File: config.mk
export PLATFORM = sky130hd
export DESIGN_NAME = uart_tx_arbiter
export DESIGN_NICKNAME = d
export VERILOG_FILES = /design/src/rtl/uart_tx_arbiter_pkg.sv /design/src/rtl/rr_pick.sv /design/src/rtl/uart_tx_arbiter.sv
export SDC_FILE = /design/constraint.sdc
export NUM_CORES = 1
export LEC_CHECK = 0
export CAP_MARGIN = 20
export CORE_AREA = 2 2 55 57
export CTS_BUF_LIST = sky130_fd_sc_hd__clkbuf_8
export CTS_CLUSTER_DIAMETER = 80
export DETAILED_ROUTE_END_ITERATION = 8
export DIE_AREA = 0 0 57 59
export PLACE_DENSITY_LB_ADDON = 0.25
export SLEW_MARGIN = 20
export SYNTH_ARGS = -nofsm -noshare
export SYNTH_HDL_FRONTEND = slang
export SYNTH_SLANG_ARGS = --single-unit
File: constraint.sdc
create_clock -name clock -period 5.7 [get_ports clock]
set_input_delay 1.425 -clock clock [delete_from_list [all_inputs] [get_ports clock]]
set_output_delay 1.425 -clock clock [all_outputs]
set_load 0.02 [all_outputs]
File: src/rtl/uart_tx_arbiter_pkg.sv
// Shared helpers for the UART transmit arbiter and its round-robin picker.
package uart_tx_arbiter_pkg;

  // Index width for an n-entry selector; never narrower than one bit.
  function automatic int idx_width(input int n);
    return (n > 1) ? $clog2(n) : 1;
  endfunction

endpackage

File: src/rtl/rr_pick.sv
// Combinational round-robin picker: first asserted request after last_idx,
// wrapping modulo N. Built as rotate, priority-encode, then add back.
module rr_pick
  import uart_tx_arbiter_pkg::*;
#(
  parameter int N = 4
) (
  input  logic [N-1:0]              req,
  input  logic [idx_width(N)-1:0]   last_idx,
  output logic [idx_width(N)-1:0]   grant_idx,
  output logic                      any
);

  localparam int IW = idx_width(N);

  logic [2*N-1:0] req_dbl;
  logic [N-1:0]   req_rot;
  int             offset;
  int             pos;

  assign any = |req;

  // Rotate so that bit 0 is the port right after the previous winner.
  always_comb begin
    req_dbl = {req, req} >> (int'(last_idx) + 1);
    req_rot = req_dbl[N-1:0];
  end

  // Lowest set bit of the rotated vector is the winner's distance.
  always_comb begin
    offset = 0;
    for (int i = N - 1; i >= 0; i--) begin
      if (req_rot[i]) offset = i;
    end
  end

  // Undo the rotation to recover the absolute port index.
  always_comb begin
    pos = int'(last_idx) + 1 + offset;
    if (pos >= N) pos = pos - N;
    grant_idx = IW'(pos);
  end

endmodule

File: src/rtl/uart_tx_arbiter.sv
// Packet-locked round-robin arbiter sharing one UART transmitter among
// N_PORTS byte producers, with an idle timeout that frees a stalled owner.
module uart_tx_arbiter
  import uart_tx_arbiter_pkg::*;
#(
  parameter int N_PORTS  = 4,
  parameter int MAX_IDLE = 1024
) (
  input  logic                         clock,
  input  logic                         reset,
  input  logic [N_PORTS*8-1:0]         req_data,
  input  logic [N_PORTS-1:0]           req_valid,
  input  logic [N_PORTS-1:0]           req_last,
  output logic [N_PORTS-1:0]           req_ready,
  output logic [7:0]                   tx_data,
  output logic                         tx_valid,
  input  logic                         tx_ready,
  output logic [$clog2(N_PORTS)-1:0]   owner,
  output logic                         locked,
  output logic                         timeout
);

  localparam int OW = idx_width(N_PORTS);
  localparam int CW = idx_width(MAX_IDLE);

  typedef enum logic {IDLE, LOCKED} state_e;

  state_e          state_q, state_d;
  logic [OW-1:0]   owner_q, owner_d;
  logic [CW-1:0]   idle_cnt_q, idle_cnt_d;
  logic [OW-1:0]   grant_idx;
  logic            grant_any;
  logic [7:0]      port_data [N_PORTS];
  logic            own_valid;
  logic            own_last;

  rr_pick #(.N(N_PORTS)) u_pick (
    .req       (req_valid),
    .last_idx  (owner_q),
    .grant_idx (grant_idx),
    .any       (grant_any)
  );

  // Unpack the flat data bus and route ready only to the owning port.
  for (genvar gi = 0; gi < N_PORTS; gi++) begin : g_port
    assign port_data[gi] = req_data[gi*8 +: 8];
    assign req_ready[gi] = (state_q == LOCKED) && (owner_q == OW'(gi)) && tx_ready;
  end

  assign own_valid = req_valid[owner_q];
  assign own_last  = req_last[owner_q];
  assign locked    = (state_q == LOCKED);
  assign owner     = owner_q;

  // State, owner pointer and stall counter; reset points owner at the last
  // port so port 0 is first in line.
  always_ff @(posedge clock) begin
    if (reset) begin
      state_q    <= IDLE;
      owner_q    <= OW'(N_PORTS - 1);
      idle_cnt_q <= '0;
    end else begin
      state_q    <= state_d;
      owner_q    <= owner_d;
      idle_cnt_q <= idle_cnt_d;
    end
  end

  // Arbitration, owner pass-through, and stall-timeout release.
  always_comb begin
    state_d    = state_q;
    owner_d    = owner_q;
    idle_cnt_d = idle_cnt_q;
    tx_data    = 8'h00;
    tx_valid   = 1'b0;
    timeout    = 1'b0;
    case (state_q)
      IDLE: begin
        idle_cnt_d = '0;
        if (grant_any) begin
          owner_d = grant_idx;
          state_d = LOCKED;
        end
      end
      LOCKED: begin
        tx_data  = port_data[owner_q];
        tx_valid = own_valid;
        if (own_valid && tx_ready) begin
          idle_cnt_d = '0;
          if (own_last) state_d = IDLE;
        end else if (!own_valid) begin
          // UART backpressure with a byte waiting is not counted as a stall.
          if (idle_cnt_q == CW'(MAX_IDLE - 1)) begin
            timeout    = 1'b1;
            state_d    = IDLE;
            idle_cnt_d = '0;
          end else begin
            idle_cnt_d = idle_cnt_q + 1'b1;
          end
        end
      end
      default: state_d = IDLE;
    endcase
  end

endmodule

==> results_dict.tcl <==
set metrics [dict create \
    post_drt_via_cell_ratio 5.61 \
    clock_path_buffers 2 \
    grt_setup_unrepaired "false" \
    routed_wire_length_per_instance_um 14.9 \
    hpwl_mm 2.66 \
    clock_tree_from_tritoncts "done" \
    cp_slowest_stage_delay_ns 0.61 \
    mostFrequentLayoutCell "clkdlybuf4s50_1" \
    path_delay_family "buffers and inverters" \
    all_layer_global_routing_usage 0.216 \
    use_met2 0.402 \
    drt_first_pass_iters 4 \
    synth_area_per_cell_sq_um 8.40 \
    sequential_area_share_after_synthesis 0.223 \
    antenna_found_initial 0 \
    groute.layer.met1.usage 0.230 \
    async_reset_ff_frac 0 \
    worst-r2r-cell-count 8 \
    routabilityCongestion 0.919 \
    finalSetupViolCount 0 \
    post-cts-setup-buffer-count 0 \
    n_fill_cell 241 \
    hold_viol 0 \
    floorplan.die_area_sq_um 3360 \
    timing.final.max_slew_violations 0 \
    critical_path.reg2reg.startpoint "owner[0]" \
    clk_root_buffer_cell "clkbuf_8" \
    crit_path_max_fanout 9 \
    grt-ovfl-total 0 \
    gr-max-usage-layer "met2" \
    p_per_area_nw_per_um2 231 \
    synth_area_sq_um 1170 \
    design.final.nets 240 \
    leakagePower_nw 0.656 \
    min_period_ns 4.95 \
    timing.critical_path.mode_cell "clkdlybuf4s50_1" \
    fin_worst_skew_ns 0.00230 \
    ctsHoldBuffers 0 \
    r2r_setup_slack_ns 2.74 \
    core-area_sq_um 2710 \
    route.vias.total 1262 \
    post_synth_inst_count 139 \
    grt_first_pass_wirelength_mm 5.55 \
    yosysWarnings 0 \
    hold_start "idle_cnt_q[9]" \
    postCtsResizedCells 0 \
    place.port_buffers 59 \
    fmaxAchievable_ghz 0.202 \
    synthesis.nets 184 \
    final_antenna_net_count 0 \
    cts_num_sinks 13 \
    worst-endpoint-required_ns 4.28 \
    status "finished clean" \
    globalRouteMet3Util 0.0590 \
    drt-initial-drc-count 82 \
    fp.dieH_um 59 \
    critical_path.slowest_cell "clkdlybuf4s50_1" \
    areaGrowthSynthToFinish_pct 51.6 \
    detail_route.wirelength_mm 3.35 \
    number_of_global_route_vias_before_repair 1256 \
    setup.worst_path.class "input port to output pin" \
    htree_num_levels 1 \
    count_of_flip_flops_with_a_built_in_enable_after_synthesis 0 \
    multiInputGateArea_sq_um 820 \
    crit_path_start "req_valid[1]" \
    worst_hold_path_type "flip-flop to flip-flop" \
    antennaDiodeCount 0 \
    finalNonFillerCells 225 \
    post_route_cells_drive_above_1_share 0.0928 \
    initial_utilization 0.431 \
    worst_ir_drop_vdd_mv 0.224 \
    pin_count_of_the_biggest_net_entering_global_routing 24 \
    final_min_period_over_clock_period 0.868 \
    cp_num_cells 5 \
    ys_types 43 \
    cts_made_buffers 3 \
    finalSetupTns_ns 0 \
    num_rows 19 \
    tightest_slew_margin_relative_to_the_limit 0.323 \
    min_path_cells 1 \
    worst_setup_path_end_kind "output pin" \
    worst_pin_slew_ns 1.01 \
    drt_drc_violations_left 0 \
    worstSetupStartpointType "input port" \
    most-common-layout-cells "clkdlybuf4s50_1, nor2_1, dfxtp_1" \
    ys_seq_elements 13 \
    insertion_delay_ns 0.24 \
    clkTransAtPathRegs_ns 0.05 \
    cp_cell_sequence "clkdlybuf4s50_1, mux4_2, nand2b_1, nor2_1, clkdlybuf4s50_1" \
    ios 60 \
    die_width_um 57 \
    cap_violations 0 \
    ff_latch_area_sq_um 260 \
    dp_cells 221 \
    critPathBufInv 2 \
    cp_data_arrival_time_ns 3.52 \
    synth_ff_type "dfxtp_1" \
]
## final timing paths
| path | to |
|---|---|
| worst min register to register | idle_cnt_q[9] |
| worst max register to register | owner[1] |
| worst min-delay path | idle_cnt_q[9] |
| worst max-delay path | timeout |
## power by group
| group | switching (mW) | total [mW] | internal [mW] | leakage, nW |
|---|---|---|---|---|
| Sequential | 0.0341 | 0.131 | 0.0970 | 0.106 |
| Clock | 0.0311 | 0.0785 | 0.0475 | 0.0269 |
| Combinational | 0.0775 | 0.199 | 0.121 | 0.523 |
## metrics by stage
stage | power [mW] | hold WS [ns] | util | instance area, sq um | worst slack (ns)
after floorplan | 0.259 | 0.451 | - | 1170 | 1.69
after global placement | 0.327 | 0.465 | 0.636 | 1720 | 0.810
after detailed placement | 0.333 | 0.475 | 0.636 | 1720 | 0.763
after CTS | 0.413 | 0.486 | 0.653 | 1770 | 0.754
after global routing | 0.437 | 0.513 | 0.653 | 1770 | 0.649
final | 0.409 | 0.489 | 0.653 | 1770 | 0.750
## routing by layer
metal	up-vias	wire, um
met5	-	0
met4	0	70
met3	11	132
met2	30	1820
met1	593	1320
li1	628	-
## state kept, by name, summed over array words and instances (netlist names)
name / cells
owner: 2
locked: 1
idle_cnt_q: 10
## Yosys cell counts (2+ instances only)
cell type | count | area [sq um]
and2_1 | 10 | 62.6
nor3_1 | 4 | 20.0
nand2_1 | 12 | 45.0
mux4_2 | 10 | 225
a21oi_1 | 9 | 45.0
a21o_1 | 2 | 15.0
nor2_1 | 16 | 60.1
o21ai_0 | 11 | 55.1
and3_1 | 3 | 18.8
or3_1 | 4 | 25.0
nand3_1 | 6 | 30.0
inv_1 | 4 | 15.0
clkbuf_8 | 3 | 41.3
ha_1 | 2 | 25.0
dfxtp_1 | 13 | 260
nor2b_1 | 3 | 18.8
## kinds of logic after synthesis
family | after synthesis | share of synthesized area
AND/OR/NAND/NOR | 67 | 0.297
buffers and inverters | 12 | 0.0750
multiplexers | 11 | 0.202
flip-flops | 13 | 0.223
XOR/XNOR | 2 | 0.0150
AO/OA/AOI/OAI | 32 | 0.167
adder cells (fa/ha/maj) | 2 | 0.0214
## final cells by class
cell class                 count  share of cell area
clock buffer                   3              0.0233
clock inverter                 1             0.00212
inverter                       4             0.00849
multi-input combinational    114               0.463
sequential                    13               0.147
tap                           31              0.0219
timing repair buffer          59               0.334
Power figures use the tool's default switching activity.
